**config.mk**
```make
export PLATFORM = sky130hd
export DESIGN_NAME = instr_packer
export DESIGN_NICKNAME = d
export VERILOG_FILES = /design/src/rtl/instr_packer.sv
export SDC_FILE = /design/constraint.sdc
export NUM_CORES = 1
export LEC_CHECK = 0
export BUFFER_PORTS_ARGS = -buffer_cell sky130_fd_sc_hd__buf_2
export CAP_MARGIN = 20
export CELL_PAD_IN_SITES_DETAIL_PLACEMENT = 1
export CELL_PAD_IN_SITES_GLOBAL_PLACEMENT = 1
export CORE_MARGIN = 3
export CORE_UTILIZATION = 39
export CTS_BUF_LIST = sky130_fd_sc_hd__clkbuf_16
export DETAILED_ROUTE_END_ITERATION = 6
export PLACE_DENSITY_LB_ADDON = 0.1
export SLEW_MARGIN = 20
export SYNTH_ARGS = -nofsm -noshare
export SYNTH_HDL_FRONTEND = slang
export SYNTH_SLANG_ARGS = --single-unit
```
**constraint.sdc**
```tcl
create_clock -name clk -period 3.3 [get_ports clk]
set_input_delay 0.495 -clock clk [delete_from_list [all_inputs] [get_ports clk]]
set_output_delay 0.495 -clock clk [all_outputs]
set_load 0.02 [all_outputs]
```
**src/rtl/instr_packer.sv**
```systemverilog
// instr_packer: packs opcode/register/constant fields into 32-bit instruction
// words and streams them into instruction memory, one word per two cycles.
// Ports: clk, clr (sync active-high); start/base_addr open a session;
// in_valid/in_ready/in_last with fmt/opcode/ra/rb/rc/imm form the input;
// mem_we/mem_addr/mem_wdata write memory; busy/done/full/err_range/words
// report session status.
module instr_packer #(
    parameter int ADDR_W = 9
) (
    input  logic              clk,
    input  logic              clr,
    input  logic              start,
    input  logic [ADDR_W-1:0] base_addr,
    input  logic              in_valid,
    output logic              in_ready,
    input  logic              in_last,
    input  logic [1:0]        fmt,
    input  logic [4:0]        opcode,
    input  logic [3:0]        ra,
    input  logic [3:0]        rb,
    input  logic [3:0]        rc,
    input  logic [31:0]       imm,
    output logic              mem_we,
    output logic [ADDR_W-1:0] mem_addr,
    output logic [31:0]       mem_wdata,
    output logic              busy,
    output logic              done,
    output logic              full,
    output logic              err_range,
    output logic [ADDR_W:0]   words
);

    typedef enum logic [2:0] {
        S_IDLE,
        S_ACCEPT,
        S_WRITE,
        S_DONE,
        S_FULL
    } state_e;

    localparam logic [ADDR_W-1:0] ADDR_MAX = '1;

    state_e            state_q, state_d;
    logic [ADDR_W-1:0] addr_q, addr_d;
    logic [31:0]       wdata_q, wdata_d;
    logic [ADDR_W:0]   words_q, words_d;
    logic              err_q, err_d;
    logic              ok_q, ok_d;
    logic              last_q, last_d;

    logic              imm_fits;
    logic              has_imm;
    logic [31:0]       packed_w;

    // imm fits in 19 bits when bits 31..18 are a pure sign extension
    assign imm_fits = (imm[31:18] == 14'h0000) || (imm[31:18] == 14'h3fff);
    assign has_imm  = (fmt == 2'd1) || (fmt == 2'd2);

    always_comb begin
        packed_w = {opcode, ra, 23'b0};
        unique case (fmt)
            2'd0:    packed_w[22:15] = {rb, rc};
            2'd1,
            2'd2:    packed_w[22:0]  = {rb, imm[18:0]};
            default: packed_w[22:0]  = 23'b0;
        endcase
    end

    always_comb begin
        state_d = state_q;
        addr_d  = addr_q;
        wdata_d = wdata_q;
        words_d = words_q;
        err_d   = err_q;
        ok_d    = ok_q;
        last_d  = last_q;
        unique case (state_q)
            S_IDLE, S_DONE, S_FULL: begin
                if (state_q == S_DONE) begin
                    state_d = S_IDLE;
                end
                if (start) begin
                    addr_d  = base_addr;
                    words_d = '0;
                    err_d   = 1'b0;
                    state_d = S_ACCEPT;
                end
            end
            S_ACCEPT: begin
                if (in_valid) begin
                    ok_d    = !has_imm || imm_fits;
                    last_d  = in_last;
                    state_d = S_WRITE;
                    if (!has_imm || imm_fits) begin
                        wdata_d = packed_w;
                    end else begin
                        err_d = 1'b1;
                    end
                end
            end
            S_WRITE: begin
                if (ok_q) begin
                    words_d = words_q + 1'b1;
                    if (addr_q != ADDR_MAX) begin
                        addr_d = addr_q + 1'b1;
                    end
                end
                if (last_q) begin
                    state_d = S_DONE;
                end else if (addr_q == ADDR_MAX) begin
                    state_d = S_FULL;
                end else begin
                    state_d = S_ACCEPT;
                end
            end
            default: state_d = S_IDLE;
        endcase
    end

    always_ff @(posedge clk) begin
        if (clr) begin
            state_q <= S_IDLE;
            addr_q  <= '0;
            wdata_q <= '0;
            words_q <= '0;
            err_q   <= 1'b0;
            ok_q    <= 1'b0;
            last_q  <= 1'b0;
        end else begin
            state_q <= state_d;
            addr_q  <= addr_d;
            wdata_q <= wdata_d;
            words_q <= words_d;
            err_q   <= err_d;
            ok_q    <= ok_d;
            last_q  <= last_d;
        end
    end

    assign in_ready  = (state_q == S_ACCEPT);
    assign mem_we    = (state_q == S_WRITE) && ok_q;
    assign busy      = (state_q == S_ACCEPT) || (state_q == S_WRITE);
    assign done      = (state_q == S_DONE);
    assign full      = (state_q == S_FULL);
    assign mem_addr  = addr_q;
    assign mem_wdata = wdata_q;
    assign words     = words_q;
    assign err_range = err_q;

endmodule

```
; After elaboration in Yosys (flattened, before gate mapping)
; Cells that the tools add are included.
; Widths: inputs -> output; s select.
[op_classes]
n_addsub = 2
n_eq_ne = 15
mux = 19
n_reduce_logical = 19
[op_table]
columns = op, count
row1 = $mux 9, 3
row2 = $mux 10, 2
row3 = $pmux 10 s2, 1
row4 = $pmux 9 s2, 1
row5 = $pmux 8 s2, 1
row6 = $mux 15, 1
row7 = $mux 3, 5
row8 = $eq 14x14->1 const B, 1
row9 = $logic_not 14->1, 1
row10 = $add 10x1->10 const B, 1
row11 = $ne 2x2->1 const B, 5
row12 = $add 9x1->9 const B, 1
row13 = $eq 9x9->1 const B, 1
row14 = $ne 9x9->1 const B, 1
row15 = $pmux 3 s3, 1
row16 = $reduce_and 4->1, 2
row17 = $eq 3x2->1 const B, 2
row18 = $reduce_and 3->1, 2
row19 = $logic_or 1x1->1, 4
row20 = $reduce_and 2->1, 2
row21 = $reduce_bool 2->1, 2
row22 = $eq 3x1->1 const B, 1
row23 = $eq 3x3->1 const B, 1
row24 = $logic_not 3->1, 1
row25 = other kinds (10), 12
[word_totals]
regBits = 57
output_inout_bits = 57
elab_cells = 62

; Logic depth before layout (Yosys ltp)
[depth]
depth_word = 7
ltp_mapped = 8
depth_no_buf = 7

; Worst setup path before layout
; OpenSTA, ideal clock, no wires.
[synth_path]
path_type = reg2reg
start = register addr_q[0], in the netlist mem_addr[0]
end = register addr_q[0], in the netlist mem_addr[0]
setup_ps = 74
arrival_time_ps = 1887
setup_slack_ps = 1338
path_stages_with_launch = 7
path_cell_list = dfxtp_1 > ha_1 > and4_1 > ha_1 > o311a_4 > or3_1 > a31oi_1
[synth_between]
elab_chain_cells = 4
elab_cells_between_ends = 7
cone_classes = 1 x add/sub / 2 x eq/ne / 3 x mux / 1 x reduce/logical
[synth_rtl]
columns = element, line_no
row1 = "start, declared", 44  ; logic [ADDR_W-1:0] addr_q, addr_d;
row2 = "start signal, assigned", 131  ; addr_q <= addr_d;
row3 = $add 9x1->9, 105  ; addr_d = addr_q + 1'b1;
row4 = $mux 9, 104  ; if (addr_q != ADDR_MAX) begin
row5 = $mux 9, 102  ; if (ok_q) begin
row6 = $pmux 9 s2, 77  ; unique case (state_q)
; Several ways; a longest one is shown, not always the timed one. The select of a mux whose other input is x is not followed.
; A chain may end at the register's enable or synchronous reset.

; Final worst setup path
[layout_path]
start = register state_q[0]
end = output mem_we
[layout_between]
elab_chain_cells = 2
[layout_rtl]
columns = element, line_no
row1 = "start, declared", 43  ; state_e state_q, state_d;
row2 = "start signal, assigned", 130  ; state_q <= state_d;
row3 = $eq 3x2->1, 141  ; assign mem_we = (state_q == S_WRITE) && ok_q;
row4 = $logic_and 1x1->1, 141
row5 = "end, declared", 23  ; output logic mem_we,
; No other way between the ends.

==> run_results.csv <==
group,metric,value,unit
synthesis,ys_async_sr_fraction,0,
clock_network,clockBufferDepth,2,
floorplan,horizontal_die_dimension,99.55,µm
routing,router_iterations_before_antenna_repair,4,
routing,viasPerCell,6.046,
job,cap_viol_max_count,0,
clock_network,post_cts.repair.setup_buffers,0,
clock_network,post_cts_hold_buffer_count,0,
clock_network,cts_htree_levels,3,
sta,finalHoldWorstSlack,385.7,ps
layout,n_antenna_cell,0,
critical_path,required,2800,ps
placement,count_of_input_and_output_buffers,121,
routing,via_count,3718,
sta,finClkSkew,5.193,ps
sta,fmaxAchievable,381.6,MHz
synthesis,synth.area.mux_share,0.02639,
sta,grt_setup_unrepaired,"no",
routing,wl_per_cell,17.93,µm
global_route,pin_count_of_the_biggest_net_entering_global_routing,63,
layout,nFillCells,1054,
critical_path,crit_path_max_incr_delay,670,ps
synthesis,synth_top_family_by_area,"compound AO/OA/AOI/OAI gates",
min_path,worst_hold_startpoint,"rb[3]",
clock_network,cts.reportedPaths.clkPinSlew,50,ps
critical_path,path_cells,"nand4b_1 > a21oi_1 > buf_2",
global_route,globalRoute.totalOverflow,0,
critical_path,rr_worst_depth,4,
floorplan,num_io_pins,122,
critical_path,crit_path_top_delay_cell,"dfxtp_1",
min_path,endpoint_worst_hold,"mem_wdata[22]",
sta,slew_headroom,0.3196,
routing,detail_route.drc_violations,0,
min_path,timing.hold.worst_path_depth,2,
layout,finalNetCount,576,
synthesis,synth_enable_flop_cells,0,
global_route,via_count_of_the_first_global_routing_pass,3755,
power_and_ir_drop,power-per-cell-area,435.4,nW/µm²
synthesis,simple_gate_area_share_of_the_yosys_netlist,0.2683,
synthesis,synth.avg_cell_area,8.366,µm²
critical_path,crit_path_max_fanout,17,
global_route,track_usage,0.2227,
critical_path,reg2reg_capture_point,"mem_addr[2]",
routing,postRouteAntennaNets,0,
clock_network,cts-resized-gates,0,
layout,drive_gt1_frac,0.3039,
critical_path,critPathKind,"reg -> out",
placement,gp_routability_congestion,0.7503,
clock_network,clock_root_buffer,"clkbuf_16",
global_route,grt_pass1_wl,18.15,mm
global_route,met2_usage,0.3781,
sta,fin_setup_tns,0,ps
sta,worst-slew-pin-transition,1019,ps
floorplan,core-area,8341,µm²
routing,drt-initial-drc-count,144,
critical_path,crit-reg2reg-launch,"state_q[0]",
synthesis,postSynthNetCount,478,
sta,post-route-period-util,0.7941,
critical_path,endpoint_kind,"primary output",
floorplan,design.die.area,9910,µm²
sta,timing.final.setup_violations,0,
power_and_ir_drop,leakagePower,1.681,nW
critical_path,ff2ff_setup_slack,990,ps
synthesis,ys_ff_latch,57,
clock_network,clock_latency_on_the_worst_skew_pair,320,ps
synthesis,yosys.area_share.adder,0.01833,
global_route,grt_use_met1,0.2838,
synthesis,synth_compound_gate_area_share,0.2885,
sta,finalHoldViolCount,0,
floorplan,effective_utilization_at_floorplan,0.4092,
synthesis,seq_area_frac_synth,0.3343,
clock_network,tritoncts,"yes",
placement,place_hpwl,7.561,mm
clock_network,cts_num_sinks,57,
synthesis,synth.lib_cells_used.distinct,59,
floorplan,rows,33,
min_path,worst_hold_path_type,"in -> reg",
clock_network,tritoncts.num_buffers,9,
sta,final_max_tran_viols,0,
floorplan,floorplan.die.height,99.55,µm
critical_path,crit_path_start_kind,"flip-flop",
synthesis,synthesized_area_fraction_occupied_by_xor_and_xnor_cells,0,
routing,postRouteWirelength,11.03,mm
global_route,grt-busiest-layer,"met2",
synthesis,synthCells,408,
synthesis,synth_warnings,0,
layout,synthToLayoutAreaGrowth,26.10,%
critical_path,arr_time_crit_path,2130,ps
power_and_ir_drop,worst_ir_drop_vdd,213.1,µV
sta,final.min_clock_period,2620,ps
synthesis,netlist_area,3413,µm²
outcome,status,"finished clean",
synthesis,postSynth.topFlopCell,"dfxtp_1",
global_route,met3_usage,0.04979,
global_route,antenna_violations_before_repair,0,
==> power breakdown <==
group	total, W	switching, W	internal (W)
combinational	0.000262	0.000165	0.0000973
clock	0.000874	0.000307	0.000567
sequential	0.000738	0.0000268	0.000711
==> cell usage after synthesis (3+ instances only) <==
library cell	instances	area, µm²
mux2i_1	9	90.09
nor2_1	14	52.55
nand3_1	30	150.1
nor4b_1	10	87.58
buf_2	16	80.08
o221ai_1	15	131.4
a21o_1	4	30.03
inv_1	4	15.01
a32o_1	4	40.04
a211oi_1	4	30.03
ha_1	5	62.56
a32oi_1	4	35.03
dfxtp_1	57	1141
clkbuf_1	20	75.07
o311ai_0	11	96.34
a31oi_1	13	81.33
o2111ai_1	9	78.83
and4_1	5	43.79
a21oi_1	17	85.08
nand2_1	45	168.9
a22oi_1	4	30.03
nor3_1	8	40.04
nand3b_1	9	67.56
o21ai_0	13	65.06
o211ai_1	19	142.6
nor4_1	4	25.02
and2_0	4	25.02
and2_1	3	18.77
nand4_1	6	37.54
==> logic make-up (layout without fill, tap and decap cells) <==
kind of cell             Yosys count  in the layout
AND/OR/NAND/NOR                  160            160
AO/OA/AOI/OAI                    130            130
flip-flops                        57             57
buffers and inverters             47            149
multiplexers                       9              9
adder cells (fa/ha/maj)            5              5
==> layout make-up <==
type,instances,area [µm²],share of cell area
well taps,105,131.4,0.03052
clock inverters,6,50.05,0.01163
multi-input cells,304,2059,0.4785
flip-flops and latches,57,1141,0.2651
inverters,5,18.77,0.004360
repair buffers,129,678.2,0.1576
clock buffers,9,225.2,0.05233
==> worst max-delay path, delay by kind of cell, from the launching register on <==
kind / cells / cell delay [ps]
AO/OA/AOI/OAI: 1 / 290
buffers and inverters: 1 / 190
flip-flops: 1 / 670
AND/OR/NAND/NOR: 1 / 650
==> metrics by stage <==
step	std cells	worst slack (ps)	total power [W]	utilization	instance area, µm²
CTS	615	691.2	0.001898	0.5161	4304
floorplan	408	1338	0.0009065	-	3413
global placement	600	1081	0.001006	0.4830	4029
global route	615	469.8	0.001960	0.5161	4304
detailed placement	600	1021	0.001014	0.4830	4029
finish	615	679.6	0.001874	0.5161	4304
==> metal layers <==
| layer | vias up | part of all wire | wire length [µm] |
|---|---|---|---|
| met5 | - | 0 | 0 |
| met1 | 1818 | 0.45 | 4946 |
| met4 | 0 | 0.014 | 159 |
| li1 | 1798 | - | - |
| met3 | 15 | 0.041 | 453 |
| met2 | 87 | 0.50 | 5469 |
==> worst max path at each step <==
stage / start / endpoint / slack (ps) / cells past startpoint
after floorplan: mem_addr[0] / mem_addr[0] / 1340 / 6
after global placement: fmt[0] / mem_wdata[20] / 1080 / 6
after detailed placement: state_q[0] / mem_addr[2] / 1020 / 4
after CTS: state_q[0] / mem_we / 690 / 3
after global routing: state_q[0] / mem_we / 470 / 3
final: state_q[0] / mem_we / 680 / 3
==> placed cells by master, fill, tap and decap left out, types with 6 or more instances in the layout <==
master     Yosys  routed
nor4b_1       10      10
nor3_1         8       8
o21ai_0       13      13
a21oi_1       17      17
nand3_1       30      30
mux2i_1        9       9
nand4_1        6       6
buf_2         16     121
o211ai_1      19      19
dfxtp_1       57      57
clkbuf_16      0       9
nand2_1       45      45
buf_4          2       7
nand3b_1       9       9
o2111ai_1      9       9
a31oi_1       13      13
nor2_1        14      14
o311ai_0      11      11
o221ai_1      15      15
==> registers in the layout (all words and copies together) (netlist names) <==
signal and flops:
err_range 1, mem_wdata 32, mem_addr 9, state_q 3
ok_q 1, words 10, last_q 1
No activity file was read; power rests on OpenSTA's default activity.
